===== config.mk =====
export PLATFORM = sky130hd
export DESIGN_NAME = rv_adder
export DESIGN_NICKNAME = d
export VERILOG_FILES = /design/src/rtl/rv_alu_pkg.sv /design/src/rtl/cla4_group.sv /design/src/rtl/rv_adder.sv
export SDC_FILE = /design/constraint.sdc
export NUM_CORES = 1
export LEC_CHECK = 0
export CORE_ASPECT_RATIO = 1.25
export CORE_MARGIN = 1.5
export CORE_UTILIZATION = 49
export CTS_BUF_LIST = sky130_fd_sc_hd__clkbuf_4 sky130_fd_sc_hd__clkbuf_8
export CTS_CLUSTER_DIAMETER = 150
export CTS_CLUSTER_SIZE = 14
export DETAILED_ROUTE_END_ITERATION = 7
export PLACE_DENSITY = 0.84
export SYNTH_ARGS = -nofsm -noshare
export SYNTH_HDL_FRONTEND = slang
export SYNTH_SLANG_ARGS = --single-unit

===== constraint.sdc =====
create_clock -name clk -period 5.43 [get_ports clk]
set_input_delay 1.086 -clock clk [delete_from_list [all_inputs] [get_ports clk]]
set_output_delay 1.086 -clock clk [all_outputs]
set_load 0.05 [all_outputs]

===== src/rtl/rv_alu_pkg.sv =====
// Shared rv32i datapath constants and types used by the adder and its consumers.
package rv_alu_pkg;

  localparam int unsigned XLEN = 32;

  typedef struct packed {
    logic carry;
    logic overflow;
    logic zero;
    logic negative;
  } flags_t;

endpackage


===== src/rtl/cla4_group.sv =====
// 4-bit carry-lookahead slice; emits group generate/propagate alongside the ripple carry-out.
module cla4_group (
  input  logic [3:0] a,
  input  logic [3:0] b,
  input  logic       cin,
  output logic [3:0] sum,
  output logic       g,
  output logic       p,
  output logic       cout
);

  logic [3:0] gi;
  logic [3:0] pi;
  logic [3:0] c;

  always_comb begin
    gi = a & b;
    pi = a ^ b;

    c[0] = cin;
    c[1] = gi[0] | (pi[0] & cin);
    c[2] = gi[1] | (pi[1] & gi[0]) | (pi[1] & pi[0] & cin);
    c[3] = gi[2] | (pi[2] & gi[1]) | (pi[2] & pi[1] & gi[0]) | (pi[2] & pi[1] & pi[0] & cin);

    g = gi[3] | (pi[3] & gi[2]) | (pi[3] & pi[2] & gi[1]) | (pi[3] & pi[2] & pi[1] & gi[0]);
    p = &pi;
    cout = g | (p & cin);

    sum = pi ^ c;
  end

endmodule


===== src/rtl/rv_adder.sv =====
// Registered two's-complement adder/subtractor built from a ripple of 4-bit lookahead groups.
module rv_adder
  import rv_alu_pkg::*;
#(
  parameter int unsigned WIDTH = XLEN
) (
  input  logic             clk,
  input  logic             rst,
  input  logic             in_valid,
  input  logic [WIDTH-1:0] op1,
  input  logic [WIDTH-1:0] op2,
  input  logic             sub,
  output logic             out_valid,
  output logic [WIDTH-1:0] res,
  output logic             carry,
  output logic             overflow,
  output logic             zero,
  output logic             negative
);

  localparam int unsigned NGroups = WIDTH / 4;

  logic [WIDTH-1:0]   b_eff;
  logic [WIDTH-1:0]   res_d;
  logic [NGroups:0]   c;
  logic [NGroups-1:0] gg;
  logic [NGroups-1:0] pg;
  flags_t             flags_d;

  logic               out_valid_q;
  logic [WIDTH-1:0]   res_q;
  flags_t             flags_q;

  // Subtraction as op1 + ~op2 + 1: the +1 enters as the chain carry-in.
  assign b_eff = sub ? ~op2 : op2;
  assign c[0]  = sub;

  for (genvar i = 0; i < NGroups; i++) begin : g_cla
    cla4_group u_cla4_group (
      .a    (op1[4*i +: 4]),
      .b    (b_eff[4*i +: 4]),
      .cin  (c[i]),
      .sum  (res_d[4*i +: 4]),
      .g    (gg[i]),
      .p    (pg[i]),
      .cout (c[i+1])
    );

    // Group generate/propagate must reproduce the rippled carry.
    always_comb begin
      assert (c[i+1] == (gg[i] | (pg[i] & c[i])));
    end
  end

  always_comb begin
    flags_d          = '0;
    flags_d.carry    = c[NGroups];
    flags_d.overflow = (op1[WIDTH-1] == b_eff[WIDTH-1]) && (res_d[WIDTH-1] != op1[WIDTH-1]);
    flags_d.zero     = (res_d == '0);
    flags_d.negative = res_d[WIDTH-1];
  end

  always_ff @(posedge clk) begin
    if (rst) begin
      out_valid_q <= 1'b0;
      res_q       <= '0;
      flags_q     <= '0;
    end else begin
      out_valid_q <= in_valid;
      if (in_valid) begin
        res_q   <= res_d;
        flags_q <= flags_d;
      end
    end
  end

  assign out_valid = out_valid_q;
  assign res       = res_q;
  assign carry     = flags_q.carry;
  assign overflow  = flags_q.overflow;
  assign zero      = flags_q.zero;
  assign negative  = flags_q.negative;

endmodule


; ---- Word level (Yosys, flattened, before mapping)
; Cells that the tools add are included.
[totals]
register_bits = 37
input_bits = 68
output_inout_bits = 37
elab_cells = 244
[op_classes]
n_eq_ne = 2
muxes = 1
n_bitwise = 225
n_reduce_logical = 10
[ops]
columns = op, count
row1 = $and 1x1->1, 120
row2 = $or 1x1->1, 80
row3 = $xor 4x4->4, 16
row4 = $and 4x4->4, 8
row5 = $logic_not 32->1, 1
row6 = $mux 32, 1
row7 = $not 32->32, 1
row8 = $reduce_and 4->1, 8
row9 = $eq 1x1->1, 1
row10 = $logic_and 1x1->1, 1
row11 = $ne 1x1->1, 1

; ---- Longest topological paths before layout
; Gate-level depths: netlist of the first run.
[logic_depth]
word_depth = 25
ltp_mapped = 20
depth_no_buf = 17

; ---- By module
; A second synthesis of the first run with hierarchy kept.
[unflattened]
hier_cells = 342
hier_area_um2 = 3183.1
[by_module_without_submodules]
columns = mod, instances, cells_each, area_per_inst_um2, seq_area_each_um2
row1 = rv_adder, 1, 166, 1654.1, 720.7
row2 = cla4_group at g_cla[2].u_cla4_group ..., 6, 22, 193.9, 0.0
row3 = cla4_group at g_cla[0].u_cla4_group ..., 2, 22, 182.7, 0.0

; ---- Worst setup path after synthesis of the first run
; No wires, ideal clock.
[synth_path]
path_type = in2reg
start = input sub
end = register flags_q (netlist bit zero)
setup_time_ns = 0.068
arrival_time_ns = 4.880
required_time_ns = 5.362
setup_slack_ns = 0.482
cell_stages = 20
n_path_buf = 3
path_cell_list = buf_6 clkbuf_1 xor2_1 ha_1 clkbuf_1 nand4_1 nor2_1 a21o_1 o21ai_1 and3b_1 nor2b_1 nor2_1 fa_1 xnor2_1 nor4b_1 nand4b_1 nor4_1 o2111ai_1 a2111o_1 o21ai_2
[synth_between]
elab_chain_len = 23
word_cells_on_any_way = 223
cone_classes = 1 x mux / 214 x bitwise / 8 x reduce/logical
[synth_rtl]
columns = element, line
row1 = "start, declared", rv_adder.sv:12  ; input logic sub,
row2 = $mux 32, rv_adder.sv:35  ; assign b_eff = sub ? ~op2 : op2;
row3 = $xor 4x4->4 / $and 4x4->4 (equally long branches), "cla4_group.sv:18, cla4_group.sv:17"
row4 = $and 1x1->1, cla4_group.sv:25  ; g = gi[3] | (pi[3] & gi[2]) | (pi[3] & pi[2] & gi[1]) | (pi[3] & pi[2] & pi[1] & gi[0]);
row5 = $or 1x1->1 / $and 1x1->1 (equally long branches) (2 in series), cla4_group.sv:25
row6 = $or 1x1->1, cla4_group.sv:25
row7 = $or 1x1->1, cla4_group.sv:27  ; cout = g | (p & cin);
row8 = $and 1x1->1, cla4_group.sv:27
row9 = $or 1x1->1, cla4_group.sv:27
row10 = (+6 left out), -
row11 = $and 1x1->1, cla4_group.sv:27
row12 = $or 1x1->1, cla4_group.sv:27
row13 = $and 1x1->1, cla4_group.sv:27
row14 = $or 1x1->1, cla4_group.sv:27
row15 = "$and 1x1->1, on equally long branches", "cla4_group.sv:21, cla4_group.sv:22, cla4_group.sv:23"
row16 = "$or 1x1->1, on equally long branches", "cla4_group.sv:21, cla4_group.sv:22, cla4_group.sv:23"
row17 = $xor 4x4->4, cla4_group.sv:29  ; sum = pi ^ c;
row18 = $logic_not 32->1 *, rv_adder.sv:59  ; flags_d.zero = (res_d == '0);
row19 = "end signal, assigned", rv_adder.sv:72  ; flags_q <= flags_d;
row20 = "end, declared", rv_adder.sv:32  ; flags_t flags_q;
; Mark *: on every way between the ends. The rest lies on a longest branch, timed or not.
; A chain may end at the register's enable or synchronous reset.

; ---- Final worst setup path of the first run
[layout_path]
start = input op2[6]
end = register flags_q (netlist bit zero)
[layout_between]
elab_chain_len = 22
word_cells_on_any_way = 77
cone_classes = 1 x mux / 74 x bitwise / 2 x reduce/logical
[layout_rtl]
columns = element, line
row1 = "start, declared", rv_adder.sv:11  ; input logic [WIDTH-1:0] op2,
row2 = $not 32->32, rv_adder.sv:35
row3 = $mux 32 *, rv_adder.sv:35
row4 = $and 4x4->4 / $xor 4x4->4 (equally long branches), "cla4_group.sv:17, cla4_group.sv:18"
row5 = $and 1x1->1, cla4_group.sv:25
row6 = $or 1x1->1 / $and 1x1->1 (equally long branches) (2 in series), cla4_group.sv:25
row7 = $or 1x1->1, cla4_group.sv:25
row8 = $or 1x1->1, cla4_group.sv:27
row9 = $and 1x1->1, cla4_group.sv:27
row10 = (+5 left out), -
row11 = $and 1x1->1, cla4_group.sv:27
row12 = $or 1x1->1, cla4_group.sv:27
row13 = $and 1x1->1, cla4_group.sv:27
row14 = $or 1x1->1, cla4_group.sv:27
row15 = "$and 1x1->1, on equally long branches", "cla4_group.sv:21, cla4_group.sv:22, cla4_group.sv:23"
row16 = "$or 1x1->1, on equally long branches", "cla4_group.sv:21, cla4_group.sv:22, cla4_group.sv:23"
row17 = $xor 4x4->4, cla4_group.sv:29
row18 = $logic_not 32->1 *, rv_adder.sv:59
; Marked as above.

==> summary.md, run 1 <==
| Metric | Value |
|---|---|
| Fill count | 561 |
| Critical path startpoint category | primary input |
| Final Max Slew Viols | 0 |
| Via count | 3232 |
| Area share of the largest cell type after synthesis | 21.5% |
| Clock share of power | 15.3% |
| GPL Wtd Cong | 0.892 |
| NumNets Final | 603 |
| Die Wd | 77.0 µm |
| Drt drc | 0 |
| Top cells by count, synth | nor2_1, dfxtp_1, xor2_1, ha_1, inv_1 |
| DR WL/cell | 15.0 µm |
| Switching Share | 43.7% |
| Internal reg-to-reg setup slack | 4690 ps |
| RSZ-0062 raised after global routing | no |
| Area of the multi-input gates | 2450 µm² |
| Fraction of registers with async set/reset | 0% |
| Critical Path AT | 5130 ps |
| Clock tree buffer depth | 2 |
| IO Count | 105 |
| Synth top area cells | dfxtp_1, ha_1, xor2_1 |
| CTS root buf | clkbuf_8 |
| Cell variety after synth | 63 |
| Clk_lat worst skew | 280 ps |
| HPWL Detailed | 7.05 mm |
| I/O Buffers | 104 |
| Top-count cell post-synth | nor2_1 |
| Ys flop type | dfxtp_1 |
| Net Switching | 0.000529 W |
| DR iter-0 viols | 181 |
| Synth Warn # | 0 |
| Hold_ws | 477 ps |
| WL final | 8.73 mm |
| Area of the mapped netlist | 3350 µm² |
| Fmax achieved | 0.204 GHz |
| Synth area leader | dfxtp_1 |
| Syn Area/Cell | 8.39 µm² |
| Worst Path Required | 5660 ps |
| Number of synthesized flops with an enable pin | 0 |
| Final setup viols | 0 |
| Post-CTS sizing | 0 |
| Sequential share of the synthesized area | 21.5% |
| Critical Path Fanout Max | 6 |
| Fin crit share | 90.3% |
| Grt ovf | 0 |
| Leakage power | 1.90 nW |
| Least-Margin Pin Slew | 908 ps |
| CTS tree | done |
| Seq cells post-synth | 36 |
| All-layer global routing usage | 24.7% |
| Pin count of the biggest net entering global routing | 41 |
| P_int | 0.000681 W |
| Share of layout cells above drive strength 1 | 5.24% |
| Post-Synthesis Cells | 400 |
| Worst R2R Start | res[26] |
| First-pass DRT Iterations | 4 |
| Die footprint | 7350 µm² |
| R2R cell count | 2 |
| Critical path class | primary input to flop |
| Initial antenna violation count | 0 |
| Seq pwr share | 26.7% |
| Maximum Capacitance Violations | 0 |
| Hold path depth | 2 |
| H-Tree Depth | 2 |
| Die Ht | 95.5 µm |
| Core Area | 6610 µm² |
| Clk_skew | 0 ps |
| First-pass GRT wire length | 14.6 mm |
| Slew headroom | 39.5% |
| Worst IR Drop VDD | 0.174 mV |
| Post-layout min period | 4900 ps |
| Row count | 33 |
| Setup ws final | 525 ps |
| Vias per cell | 5.54 |
| Reg-to-reg critical path endpoint | res[26] |
| Diode count | 0 |
| DRT antenna net count | 0 |
| Syn nets | 507 |
| Area growth syn-to-layout | 34.9% |
| Worst hold path type | flop to flop |
| Cts hold-fix bufs | 0 |
| Seq. cell area | 721 µm² |
| Setup Fix Bufs, Post-CTS | 0 |
| Hold Crit Start | res[20] |
| CP Capture Type | flop |
| Status | complete, no violations |
| CTS clk-pin slew, worst paths | 70 ps |
| Initial Util | 50.8% |
| Setup TNS | 0 ps |
| Pre-CTS WS | 265 ps |
| Vias in the first global route | 3192 |
| Cell area power density | 267 nW/µm² |
| Comb power frac | 58.0% |
| Num Clock Sinks | 36 |
| Hold EP | res[20] |
| CTS Buf Count | 5 |
| Fin. Hold Viols | 0 |
-- critical path, stage by stage --
cell and delay, ps:
clkdlybuf4s50_1 410, xor2_1 150, ha_1 390, o21ai_0 120, o21bai_1 270, buf_4 190, a21oi_2 80, a21oi_2 260
or2_1 190, inv_1 90, fa_1 570, nand4b_1 130, nor4_1 260, nand4b_1 120, nor4_1 220, o2111ai_1 160
a2111o_1 370, o21ai_2 60
-- power groups by stage --
| stage | Sequential, W | Combinational (W) | Clock [W] |
|---|---|---|---|
| global placement | 0.000327 | 0.000681 | 0 |
| detailed placement | 0.000327 | 0.000697 | 0 |
| floorplan | 0.000445 | 0.000360 | 0 |
| finish | 0.000323 | 0.000702 | 0.000185 |
| CTS | 0.000322 | 0.000700 | 0.000186 |
| global route | 0.000326 | 0.000758 | 0.000198 |
-- flip-flops by register name, indices dropped and copies added (netlist names) --
name and flops:
out_valid 1, overflow 1, res 32, zero 1, carry 1
-- cell usage in the layout, fill, tap and decap left out, types with 3 or more instances in the layout --
cell and n:
mux2i_1 19, nand3_1 7, nor2b_1 7, xor2_1 36, a311oi_1 4, a21oi_1 15, a21oi_2 3, nand2b_1 5
xnor2_1 18, clkbuf_8 5, fa_1 7, ha_1 32, o21ai_0 8, nand4_1 5, buf_4 3, a211oi_1 11
a21o_1 7, inv_1 25, nand2_1 16, a31oi_1 5, nor3_1 7, nor4_1 6, o311ai_0 3, clkdlybuf4s50_1 102
nor2_1 54, dfxtp_1 36
-- routing by layer --
metal / track usage [%] / wire [µm] / up-vias
met3: 3.64 / 391 / 13
met4: 6.97 / 153 / 0
li1: - / - / 1616
met1: 28.0 / 3630 / 1506
met2: 47.7 / 4560 / 97
met5: 0 / 0 / -
-- per-stage QoR --
stage	utilization [%]	cells	cell area, µm²	power [W]
CTS	68.5	583	4530	0.00121
finish	68.5	583	4530	0.00121
floorplan	-	400	3350	0.000805
global route	68.5	583	4530	0.00128
global placement	67.3	576	4450	0.00101
detailed placement	67.3	576	4450	0.00102
-- logic make-up after synthesis --
| kind of cell | count (synthesis) | share of synthesized area [%] |
|---|---|---|
| flip-flops | 36 | 21.5 |
| multiplexers | 21 | 6.34 |
| AO/OA/AOI/OAI | 84 | 18.9 |
| buffers and inverters | 44 | 5.52 |
| XOR/XNOR | 54 | 14.1 |
| AND/OR/NAND/NOR | 122 | 17.6 |
| adder cells (fa/ha/maj) | 39 | 16.1 |
-- worst max path at each step --
stage,start,end,slack [ps],cells after the start
floorplan,sub,zero,480,20
global placement,op2[6],zero,420,18
detailed placement,op2[11],zero,260,18
CTS,op2[11],zero,560,18
global route,op2[11],zero,230,18
finish,op2[6],zero,530,18
-- final cells by class --
class / count / area share (%)
sequential: 36 / 15.9
tap: 87 / 2.40
clock buffer: 6 / 1.69
timing repair buffer: 108 / 23.7
multi-input combinational: 320 / 54.1
inverter: 25 / 2.07
clock inverter: 1 / 0.111
(Power assumes the default switching activity.)
==> run 2: changes to the inputs <==
--- a/config.mk
+++ b/config.mk
@@ -5,14 +5,16 @@
 export SDC_FILE = /design/constraint.sdc
 export NUM_CORES = 1
 export LEC_CHECK = 0
+export ABC_CLOCK_PERIOD_IN_PS = 5430
 export CORE_ASPECT_RATIO = 1.25
-export CORE_MARGIN = 1.5
-export CORE_UTILIZATION = 49
+export CORE_MARGIN = 2
+export CORE_UTILIZATION = 48
 export CTS_BUF_LIST = sky130_fd_sc_hd__clkbuf_4 sky130_fd_sc_hd__clkbuf_8
 export CTS_CLUSTER_DIAMETER = 150
 export CTS_CLUSTER_SIZE = 14
 export DETAILED_ROUTE_END_ITERATION = 7
-export PLACE_DENSITY = 0.84
+export PLACE_DENSITY = 0.83
 export SYNTH_ARGS = -nofsm -noshare
 export SYNTH_HDL_FRONTEND = slang
+export SYNTH_HIERARCHICAL = 1
 export SYNTH_SLANG_ARGS = --single-unit
==> summary.md, run 2 <==
| Metric | Value |
|---|---|
| Most frequent cells in the layout | clkdlybuf4s50_1, buf_4, inv_1 (was clkdlybuf4s50_1, nor2_1, xor2_1, dfxtp_1, ha_1) |
| Final cell count without fillers | 550 (was 583) |
| Critical path startpoint category | primary input (unchanged) |
| I/O Buffers | 104 (unchanged) |
| Die Wd | 74.5 µm (was 77.0 µm) |
| Worst hold path type | flop to flop (unchanged) |
| Synth Warn # | 6 (was 0) |
| RSZ-0062 raised after global routing | yes (was no) |
| Comb power frac | 56.5% (was 58.0%) |
| Commonest non-fill, non-tap cell in the layout | clkdlybuf4s50_1 (unchanged) |
| CTS Buf Count | 5 (unchanged) |
| Num Clock Sinks | 36 (unchanged) |
| Fin crit share | 103% (was 90.3%) |
| Post-Synthesis Cells | 318 (was 400) |
| IO Count | 105 (unchanged) |
| Dpl cells | 517 (was 576) |
| CTS root buf | clkbuf_8 (unchanged) |
| Cell area power density | 280 nW/µm² (was 267 nW/µm²) |
| Least-Margin Pin Slew | 1070 ps (was 908 ps) |
| Vias in the first global route | 2878 (was 3192) |
| Die footprint | 6860 µm² (was 7350 µm²) |
| Leakage power | 2.19 nW (was 1.90 nW) |
| H-Tree Depth | 2 (unchanged) |
| CTS clk-pin slew, worst paths | 80 ps (was 70 ps) |
| Clk_lat worst skew | 290 ps (was 280 ps) |
| CP Capture Type | flop (unchanged) |
| Setup ws final | -142 ps (was 525 ps) |
| Crit-path slowest cell | dlygate4sd2_1 (was fa_1) |
| Met1 Usage GRT | 25.3% (was 28.0%) |
| Maximum Capacitance Violations | 0 (unchanged) |
| Clk_skew | 0 ps (unchanged) |
| All-layer global routing usage | 23.7% (was 24.7%) |
| Slew headroom | 29.0% (was 39.5%) |
| Via count | 2709 (was 3232) |
| P_int | 0.000775 W (was 0.000681 W) |
| Critical Path AT | 5770 ps (was 5130 ps) |
| Cts hold-fix bufs | 0 (unchanged) |
| Placed inst area | 4240 µm² (was 4450 µm²) |
| Final setup viols | 2 (was 0) |
| Max reg flops | 32 (unchanged) |
| Fin. Hold Viols | 0 (unchanged) |
| Initial antenna violation count | 0 (unchanged) |
| Drt drc | 0 (unchanged) |
| DR WL/cell | 14.3 µm (was 15.0 µm) |
| GPL Wtd Cong | 0.813 (was 0.892) |
| Diode count | 0 (unchanged) |
| Area of the multi-input gates | 2150 µm² (was 2450 µm²) |
| Row count | 32 (was 33) |
| DR iter-0 viols | 84 (was 181) |
| WL final | 7.88 mm (was 8.73 mm) |
| Final Max Slew Viols | 0 (unchanged) |
| Syn nets | 426 (was 507) |
| Post-layout min period | 5570 ps (was 4900 ps) |
| Grt ovf | 0 (unchanged) |
| Switching Share | 40.4% (was 43.7%) |
| Critical path class | primary input to flop (unchanged) |
| Die Ht | 92.1 µm (was 95.5 µm) |
| Seq pwr share | 24.9% (was 26.7%) |
| Seq. cell area | 721 µm² (unchanged) |
| DRT antenna net count | 0 (unchanged) |
| HPWL Detailed | 5.45 mm (was 7.05 mm) |
| Worst Path Required | 5630 ps (was 5660 ps) |
| NumNets Final | 572 (was 603) |
| Clock tree buffer depth | 2 (unchanged) |
| CP max stage delay | 330 ps (was 570 ps) |
| Pin count of the biggest net entering global routing | 38 (was 41) |
| Fmax achieved | 0.179 GHz (was 0.204 GHz) |
| Area growth syn-to-layout | 55.7% (was 34.9%) |
| Initial Util | 49.0% (was 50.8%) |
| Met2 usage | 45.0% (was 47.7%) |
| Vias per cell | 4.93 (was 5.54) |
| Violated checks | negative setup slack |
| Syn Area/Cell | 9.38 µm² (was 8.39 µm²) |
| Critical Path Fanout Max | 3 (was 6) |
| CTS tree | done (unchanged) |
| Worst IR Drop VDD | 0.153 mV (was 0.174 mV) |
| Status | complete, but fails checks (was complete, no violations) |
| Clock share of power | 18.5% (was 15.3%) |
| Area of the mapped netlist | 2980 µm² (was 3350 µm²) |
| Core Area | 6090 µm² (was 6610 µm²) |
| Share of layout cells above drive strength 1 | 21.1% (was 5.24%) |
| First-pass DRT Iterations | 4 (unchanged) |
| Fill count | 441 (was 561) |
| Net Switching | 0.000525 W (was 0.000529 W) |
| GR Util met3 | 5.38% (was 3.64%) |
| First-pass GRT wire length | 12.6 mm (was 14.6 mm) |
| Post-Layout Inst Area | 4650 µm² (was 4530 µm²) |
| GR peak layer | met2 (unchanged) |
## run 2: timing repair
action	4_1_cts	5_1_grt
setup endpoints to repair	7	5
pin swaps	10	7
setup buffers	21	4
gates resized for setup	31	6
endpoints found under the hold margin	0	0
## run 2: power groups by stage
| stage | Clock [W] | Combinational, W | Sequential, W |
|---|---|---|---|
| final | 0.000241 | 0.000735 | 0.000324 |
| after global routing | 0.000262 | 0.000794 | 0.000328 |
| after CTS | 0.000247 | 0.000712 | 0.000324 |
| after detailed placement | 0 | 0.000671 | 0.000330 |
| after global placement | 0 | 0.000661 | 0.000329 |
| after floorplan | 0 | 0.000312 | 0.000459 |
## run 2: critical path: cells and delay by family
family,cells,cell delay [ps]
adders and majority gates,1,260
buffers and inverters,1,330
and+or+nand+nor,2,440
AOI/OAI and AO/OA,24,3450
xor gates and xnor gates,1,200
## run 2: worst paths after layout
path         slack [ps]  depth (start not counted)      from       end
max                -140                         29    op1[0]      zero
min                 500                          2    res[6]    res[6]
min reg2reg         500                          2    res[6]    res[6]
max reg2reg        4700                          2  overflow  overflow
## run 2: stage by stage
step / setup WS, ps / hold slack (ps) / utilization [%] / total power (W) / TNS, ps
after floorplan: -360 / 705 / - / 0.000771 / -681
after global placement: -704 / 474 / 69.7 / 0.000990 / -3150
after detailed placement: -933 / 486 / 69.7 / 0.00100 / -4730
after CTS: -41.2 / 504 / 75.5 / 0.00128 / -74.9
after global routing: -387 / 536 / 76.3 / 0.00138 / -909
final: -142 / 497 / 76.3 / 0.00130 / -258
## run 2: metal layers
metal | vias up | routed length (µm)
met1 | 1268 | 3000
met5 | - | 0
li1 | 1356 | -
met3 | 16 | 380
met2 | 69 | 4370
met4 | 0 | 125
## run 2: area by class of cell
type | count | share of cell area [%]
clock buffer | 5 | 1.48
clock inverter | 3 | 0.916
inverter | 42 | 3.39
multi-input combinational | 227 | 46.4
sequential | 36 | 15.5
tap | 85 | 2.29
timing repair buffer | 152 | 30.1
